[config.mk]
export PLATFORM = sky130hd
export DESIGN_NAME = calc_result_display
export DESIGN_NICKNAME = d
export VERILOG_FILES = /design/src/rtl/calc_pkg.sv /design/src/rtl/calc_result_display_bin2bcd_seq.sv /design/src/rtl/calc_result_display.sv
export SDC_FILE = /design/constraint.sdc
export NUM_CORES = 1
export LEC_CHECK = 0
export CAP_MARGIN = 5
export CELL_PAD_IN_SITES_DETAIL_PLACEMENT = 0
export CELL_PAD_IN_SITES_GLOBAL_PLACEMENT = 2
export CORE_ASPECT_RATIO = 0.9
export CORE_UTILIZATION = 33
export DETAILED_ROUTE_END_ITERATION = 16
export PLACE_DENSITY = 0.77
export SLEW_MARGIN = 40
export SYNTH_ARGS = -nofsm -noshare
export SYNTH_HDL_FRONTEND = slang
export SYNTH_HIERARCHICAL = 1
export SYNTH_SLANG_ARGS = --single-unit
[constraint.sdc]
create_clock -name clk -period 1.7 [get_ports clk]
set_clock_uncertainty 0.1 [all_clocks]
set_input_delay 0.34 -clock clk [delete_from_list [all_inputs] [get_ports clk]]
set_output_delay 0.34 -clock clk [all_outputs]
set_load 0.005 [all_outputs]
[src/rtl/calc_pkg.sv]
// Shared types and seven-segment helpers for the calculator result display.
package calc_pkg;

    typedef enum logic [1:0] {IDLE, CONV, LATCH} state_t;

    localparam logic [6:0] SEG_BLANK = 7'h7F;
    localparam logic [6:0] SEG_MINUS = 7'b0111111;

    // Active-low {g,f,e,d,c,b,a}; codes above 9 cannot occur and show blank.
    function automatic logic [6:0] bcd_to_seg(input logic [3:0] d);
        case (d)
            4'd0:    bcd_to_seg = 7'b1000000;
            4'd1:    bcd_to_seg = 7'b1111001;
            4'd2:    bcd_to_seg = 7'b0100100;
            4'd3:    bcd_to_seg = 7'b0110000;
            4'd4:    bcd_to_seg = 7'b0011001;
            4'd5:    bcd_to_seg = 7'b0010010;
            4'd6:    bcd_to_seg = 7'b0000010;
            4'd7:    bcd_to_seg = 7'b1111000;
            4'd8:    bcd_to_seg = 7'b0000000;
            4'd9:    bcd_to_seg = 7'b0010000;
            default: bcd_to_seg = SEG_BLANK;
        endcase
    endfunction

endpackage

[src/rtl/calc_result_display_bin2bcd_seq.sv]
// Sequential double-dabble: one add-3/shift step per clock, WIDTH steps per conversion.
module bin2bcd_seq #(
    parameter int WIDTH = 8
) (
    input  logic             clk,
    input  logic             reset,
    input  logic             start,
    input  logic [WIDTH-1:0] bin,
    output logic             busy,
    output logic             done,
    output logic [11:0]      bcd
);
    localparam int CW = 4;

    logic [11:0]      bcd_q;
    logic [WIDTH-1:0] bin_q;
    logic [CW-1:0]    cnt_q;
    logic             busy_q;
    logic [11:0]      adj;

    always_comb begin
        adj = bcd_q;
        for (int i = 0; i < 3; i++)
            if (bcd_q[i*4 +: 4] >= 4'd5) adj[i*4 +: 4] = bcd_q[i*4 +: 4] + 4'd3;
    end

    // done marks the cycle whose closing edge performs the final step
    assign done = busy_q && (cnt_q == CW'(WIDTH-1));
    assign busy = busy_q;
    assign bcd  = bcd_q;

    always_ff @(posedge clk or negedge reset) begin
        if (!reset) begin
            bcd_q  <= '0;
            bin_q  <= '0;
            cnt_q  <= '0;
            busy_q <= 1'b0;
        end else if (start) begin
            bcd_q  <= '0;
            bin_q  <= bin;
            cnt_q  <= '0;
            busy_q <= 1'b1;
        end else if (busy_q) begin
            bcd_q  <= {adj[10:0], bin_q[WIDTH-1]};
            bin_q  <= {bin_q[WIDTH-2:0], 1'b0};
            cnt_q  <= cnt_q + 1'b1;
            if (done) busy_q <= 1'b0;
        end
    end

endmodule

[src/rtl/calc_result_display.sv]
// Captures the ALU result on a load_n falling edge, converts to BCD and scans a
// 4-digit common-anode display. Optional sign display: CALC_SIGN_DISPLAY_EN.
module calc_result_display
    import calc_pkg::*;
#(
    parameter int WIDTH        = 8,
    parameter int SYNC_STAGES  = 2,
    parameter int REFRESH_BITS = 16
) (
    input  logic             clk,
    input  logic             reset,
    input  logic             load_n,
    input  logic [WIDTH-1:0] result,
    input  logic             neg,
    output logic             busy,
    output logic [11:0]      bcd,
    output logic [6:0]       seg,
    output logic [3:0]       an
);
    state_t                  state, state_nx;
    logic [SYNC_STAGES-1:0]  sync_q;
    logic                    load_prev, load_evt, pending, start, latch_en;
    logic [WIDTH-1:0]        operand;
    logic                    conv_done, conv_busy_unused;
    logic [11:0]             conv_bcd, bcd_q;
    logic [REFRESH_BITS-1:0] refresh_q;
    logic [1:0]              digit;
    logic [6:0]              dig3;

    // Synchroniser idles high so reset release never looks like a falling edge
    always_ff @(posedge clk or negedge reset) begin
        if (!reset) begin
            sync_q    <= '1;
            load_prev <= 1'b1;
        end else begin
            sync_q    <= (sync_q << 1) | SYNC_STAGES'(load_n);
            load_prev <= sync_q[SYNC_STAGES-1];
        end
    end
    assign load_evt = load_prev & ~sync_q[SYNC_STAGES-1];

    always_ff @(posedge clk or negedge reset) begin
        if (!reset) state <= IDLE;
        else        state <= state_nx;
    end

    always_comb begin
        state_nx = state;
        case (state)
            IDLE:    if (load_evt || pending) state_nx = CONV;
            CONV:    if (conv_done) state_nx = LATCH;
            LATCH:   state_nx = IDLE;
            default: state_nx = IDLE;
        endcase
    end

    always_comb begin
        start    = (state == IDLE) && (load_evt || pending);
        latch_en = (state == LATCH);
        busy     = (state != IDLE);
    end

    // One-deep queue for a load that arrives while a conversion is in flight
    always_ff @(posedge clk or negedge reset) begin
        if (!reset)        pending <= 1'b0;
        else if (start)    pending <= pending && load_evt;
        else if (load_evt) pending <= 1'b1;
    end

`ifdef CALC_SIGN_DISPLAY_EN
    logic neg_cap, sign_q;
    assign operand = neg ? (~result + {{(WIDTH-1){1'b0}}, 1'b1}) : result;
    always_ff @(posedge clk or negedge reset) begin
        if (!reset) begin
            neg_cap <= 1'b0;
            sign_q  <= 1'b0;
        end else begin
            if (start)    neg_cap <= neg;
            if (latch_en) sign_q  <= neg_cap;
        end
    end
    assign dig3 = sign_q ? SEG_MINUS : SEG_BLANK;
`else
    logic unused_neg;
    assign unused_neg = neg;
    assign operand    = result;
    assign dig3       = SEG_BLANK;
`endif

    bin2bcd_seq #(.WIDTH(WIDTH)) u_conv (
        .clk   (clk),
        .reset (reset),
        .start (start),
        .bin   (operand),
        .busy  (conv_busy_unused),
        .done  (conv_done),
        .bcd   (conv_bcd)
    );

    always_ff @(posedge clk or negedge reset) begin
        if (!reset)        bcd_q <= '0;
        else if (latch_en) bcd_q <= conv_bcd;
    end
    assign bcd = bcd_q;

    always_ff @(posedge clk or negedge reset) begin
        if (!reset) refresh_q <= '0;
        else        refresh_q <= refresh_q + 1'b1;
    end
    assign digit = refresh_q[REFRESH_BITS-1 -: 2];

    always_comb begin
        an        = 4'b1111;
        an[digit] = 1'b0;
        seg       = SEG_BLANK;
        case (digit)
            2'd0: seg = bcd_to_seg(bcd_q[3:0]);
            2'd1: seg = (bcd_q[11:4] == 8'h00) ? SEG_BLANK : bcd_to_seg(bcd_q[7:4]);
            2'd2: seg = (bcd_q[11:8] == 4'h0)  ? SEG_BLANK : bcd_to_seg(bcd_q[11:8]);
            2'd3: seg = dig3;
            default: seg = SEG_BLANK;
        endcase
    end

endmodule

==> Word level (Yosys, flattened, before mapping) <==
Memories as Yosys holds them, arrays and structs flattened.
Index checks and enable logic that the tools add are counted.
{ "word_totals": {"register_bits": 59, "rom_bits": 336, "in_bits": 12, "output_inout_bits": 24, "word_cells": 70, "memories": 3} }
{ "mem_list": {"columns": ["name", "words", "word_bits", "read_ports", "rd_ports_with_merged_regs", "wr", "line", "source"], "rows": [
  ["(name not given)", 16, 7, 1, 0, 0, "calc_pkg.sv:11", "case (d)"],
  ["(name not given)", 16, 7, 1, 0, 0, "calc_pkg.sv:11", null],
  ["(name not given)", 16, 7, 1, 0, 0, "calc_pkg.sv:11", null]
]} }
{ "classes": {"add_sub_neg": 5, "order_cmp": 5, "eq_ne": 8, "n_mux": 22, "bitwise": 4, "reduce_logical": 13} }
{ "op_table": {"columns": ["operator", "n"], "rows": [
  ["case mux 7 bit (4 select lines)", 1],
  ["two-way mux 12 bit", 2],
  ["adder 16 x 1 -> 16 bit, second input constant", 1],
  ["two-way mux 4 bit", 4],
  ["two-way mux 8 bit", 2],
  ["two-way mux 7 bit", 2],
  ["greater-or-equal comparator 4 x 3 -> 1 bit, second input constant", 3],
  ["adder 4 x 2 -> 4 bit, second input constant", 2],
  ["logical NOT 8 bit", 1],
  ["equality test 2 bit, second input constant", 3],
  ["two-way mux 1 bit", 6],
  ["nonzero test 2 bit", 3],
  ["adder 4 x 1 -> 4 bit, second input constant", 1],
  ["equality test 2 x 1 -> 1 bit, second input constant", 2],
  ["equality test 4 x 3 -> 1 bit, second input constant", 1],
  ["logical AND 1 bit", 4],
  ["logical NOT 2 bit", 2],
  ["logical NOT 4 bit", 1],
  ["two-way mux 2 bit", 2],
  ["inequality test 2 bit, second input constant", 2],
  ["inverter 4 bit", 1],
  ["case mux 2 bit (2 select lines)", 1],
  ["adder 3 x 2 -> 3 bit, second input constant", 1],
  ["< comparator 2 x 3 -> 1 bit, second input constant", 1],
  ["8 further kinds", 8]
]} }

==> Longest topological paths before layout <==
{ "logic_depth": {"word_depth": 5, "ltp_mapped": 7} }

==> Modules after synthesis <==
Netlist, hierarchy kept.
{ "by_module_without_submodules": {"columns": ["mod", "n_inst", "cells_each", "area_each_um2", "seq_area_each_um2"], "rows": [
  ["calc_result_display", 1, 216, 2087.0, 854.6],
  ["bin2bcd_seq", 1, 134, 1346.3, 625.6]
]} }

==> Least setup slack after synthesis <==
OpenSTA, ideal clock, no wires.
{ "synth_path": {"path_type": "register to output", "start": "register bcd[9] (netlist name)", "end": "output port seg[5]", "t_arrival_ps": 1406, "t_required_ps": 1260, "setup_slack_ps": -146, "path_stages_with_launch": 7, "path_buffers": 0, "cell_sequence": "dfrtp_1 -> inv_1 -> ha_1 -> nand4bb_4 -> o211ai_2 -> a21oi_1 -> o32ai_2"} }
{ "synth_rtl": {"columns": ["element", "line", "source"], "rows": [
  ["to (decl)", "calc_result_display.sv:17", "output logic [6:0] seg,"]
]} }

==> reports/summary.txt <==
Post-synth EDFFs -> 0
post-DR vias/cell -> 4.878
mux share of post-synthesis cell area -> 0.04045
CP Capture Point -> seg[5]
reg2reg setup slack -> 0.01 ns
register area -> 1489 um2
top post-synthesis cells by area -> dfrtp_1 (41%), ha_1 (8.4%), o21ai_0 (4.2%)
first-pass GRT wire length -> 13170 um
f_max -> 433.0 MHz
power density over the cells -> 1627 nW/um2
total negative slack -> -3.669 ns
Hold Fails Final Rpt -> 0
slew at the pin with the worst max-slew slack -> 0.3353 ns
commonest non-fill, non-tap cell in the layout -> buf_4
multi-input logic area -> 2002 um2
Req. time, crit path -> 1.26 ns
Critical Path Fanout Max -> 4
Cells after Synth -> 350
Tmin final -> 2.309 ns
leak pwr -> 2.366 nW
worst r2r dst -> u_conv/bcd[1]
diode count -> 0
via count of the first global-routing pass -> 2847
clk root buf -> clkbuf_16
Routed wire per std cell -> 13.21 um
fin nets -> 501
Worst Reg2Reg Path Length in Cells -> 6
die area -> 10820 um2
DP HPWL -> 5605 um
initial DRC count -> 118
Worst Hold Class -> flip-flop to flip-flop
via count -> 2912
gr usage total -> 0.1568
post-synthesis xor/xnor area fraction -> 0.05102
failing checks -> setup timing
htree depth -> 3
gr ovfl total -> 0
dpl cells -> 555
final RePlAce weighted congestion -> 0.8182
CTS sink count -> 59
Die W -> 109.5 um
pre-CTS setup slack -> -0.6288 ns
unrepaired setup endpoints after global routing -> true
Synth-to-Final Area Change -> 48.69%
core region area -> 9869 um2
cell-internal power -> 5.456 mW
P_sw -> 2.847 mW
Setup crit end kind -> primary output
drt drc -> 0
clock slew at reported path FFs -> 0.05 ns
post-route antenna net violation count -> 0
reg2reg start -> sync_q[1]
met1 usage -> 0.2063
Netlist Area Pre-Place -> 3433 um2
Synth Area in Compound Gates -> 0.1589
largest net degree at the start of global routing -> 31
Reg power frac -> 0.253
Most used DFF post-synth -> dfrtp_1
CTS Buffer Depth -> 2
Synth Area in Adders -> 0.08673
Final Worst Setup Slack -> -0.6093 ns
clock power share -> 0.254
max_slew headroom -> 0.7765
Post-Synth Simple-Gate Area -> 0.1811
endpoints failing setup -> 7
initial antenna violation count -> 0
IO Count -> 36
Core Rows -> 34
Mean Syn Cell Area -> 9.809 um2
Setup CP Type -> flip-flop to primary output
Util after Layout -> 0.5172
CP startpoint -> bcd[4]
busiest grt layer -> met2
syn nets -> 385
max-slew violations -> 0
Skew-Pair Late Insertion Delay -> 0.32 ns
Startpoint Class -> flip-flop
most frequent cells in the layout -> buf_4 (67), dfrtp_1 (49), nand2_1 (31)
YS warnings -> 6
status -> finished with violations
area leader, netlist -> dfrtp_1
max cap viols -> 0
GR Util met2 -> 0.2409
sequential area share after synthesis -> 0.4311
largest family of logic cells by synthesized area -> simple AND/OR/NAND/NOR gates
Net Sw Frac -> 0.3429
Unique masters post-synth -> 60
Arrival @ worst endpoint -> 1.87 ns
first drt pass iteration count -> 4
die height -> 98.77 um
FF+latch count, synth -> 59
CTS Buf Count -> 9
CTS tree -> yes
WL final -> 7889 um
share of the synthesized area in the top cell type -> 0.4082
initial core utilization -> 0.3479
# fillers -> 882
Final Non-Filler Cells -> 597
maximum vdd drop -> 0.6709 mV
share of layout cells above drive strength 1 -> 0.3949
met3 GRT Util -> 0.02778
port bufs -> 34
Post-synth ARST share -> 1.000
combinational share of power -> 0.493
Tcrit/Tclk final -> 1.358
## metal layers
| layer | wire length, um | part of all wire |
|---|---|---|
| met4 | 236 | 0.030 |
| met5 | 0 | 0 |
| met3 | 350 | 0.044 |
| met2 | 3558 | 0.45 |
| met1 | 3743 | 0.47 |
## cells by family after synthesis
kind of cell,count (synthesis)
muxes,13
xor gates and xnor gates,20
and+or+nand+nor,111
buffers and inverters,39
AOI/OAI and AO/OA,84
DFF,59
adders and majority gates,24
## stage by stage
| step | cell area [um2] | total power, mW | hold slack [ns] |
|---|---|---|---|
| 4_1_cts | 4980 | 8.072 | 0.2576 |
| 5_1_grt | 5105 | 8.856 | 0.2582 |
| 2_1_floorplan | 3476 | 4.157 | -0.05559 |
| 3_3_place_gp | 4350 | 5.378 | 0.1214 |
| 6_report | 5105 | 8.303 | 0.2561 |
| 3_5_place_dp | 4350 | 5.395 | 0.1301 |
## power groups by stage
| stage | Sequential, mW | Clock, mW | Combinational (mW) |
|---|---|---|---|
| 6_report | 2.10 | 2.11 | 4.09 |
| 5_1_grt | 2.15 | 2.23 | 4.48 |
| 4_1_cts | 2.07 | 2.17 | 3.84 |
| 3_5_place_dp | 2.07 | 0 | 3.32 |
| 3_3_place_gp | 2.06 | 0 | 3.31 |
| 2_1_floorplan | 2.05 | 0 | 2.10 |
## what timing repair did
action                                 CTS  global route
pin swaps                               17            13
setup endpoints to repair               27            22
resized for setup                       99            31
buffers inserted                        22             4
gates cloned                             1             0
hold buffers                             1             0
endpoints found under the hold margin    7             0
## sequential cells by signal, indices dropped and copies added (netlist names)
| name | flops |
|---|---|
| refresh_q | 16 |
| state | 2 |
| u_conv/cnt_q | 4 |
| load_prev | 1 |
| bcd | 12 |
| u_conv/bin_q | 8 |
| sync_q | 2 |
| u_conv/bcd | 12 |
| u_conv/busy | 1 |
| pending | 1 |
## cell type report
class                           instances  share of cell area
Inverter                               24             0.01863
Timing Repair Buffer                  120              0.1978
Clock inverter                          6             0.02206
Sequential cell                        59              0.2917
Clock buffer                           10             0.04681
Tap cell                              126             0.03088
Multi-Input combinational cell        252              0.3922
## worst max-delay path: stages (launching register included)
cell       delay (ns)
dfrtp_1          0.38
inv_2            0.13
ha_4             0.16
nand4bb_4        0.12
o211ai_4         0.22
buf_6            0.14
a21oi_1          0.04
o32ai_2          0.20
buf_2            0.16
## worst min-delay path by stage
stage | start | end | slack (ns) | cells after the start
2_1_floorplan | reset | bcd[0] | -0.06 | 0
3_3_place_gp | reset | refresh_q[0] | 0.12 | 1
3_5_place_dp | reset | refresh_q[0] | 0.13 | 1
4_1_cts | sync_q[0] | sync_q[1] | 0.26 | 0
5_1_grt | sync_q[0] | sync_q[1] | 0.26 | 0
6_report | sync_q[0] | sync_q[1] | 0.26 | 0
## cell usage after synthesis, drive strengths merged (5+ instances only)
cell and count:
nand2 32, inv 24, nand3 15, xor2 9
ha 23, mux2i 9, nand2b 11, buf 13
o21ai 35, nor2b 5, a21oi 18, xnor2 11
dfrtp 56, nor2 21
Note: power is estimated with default switching activity, not from simulation.
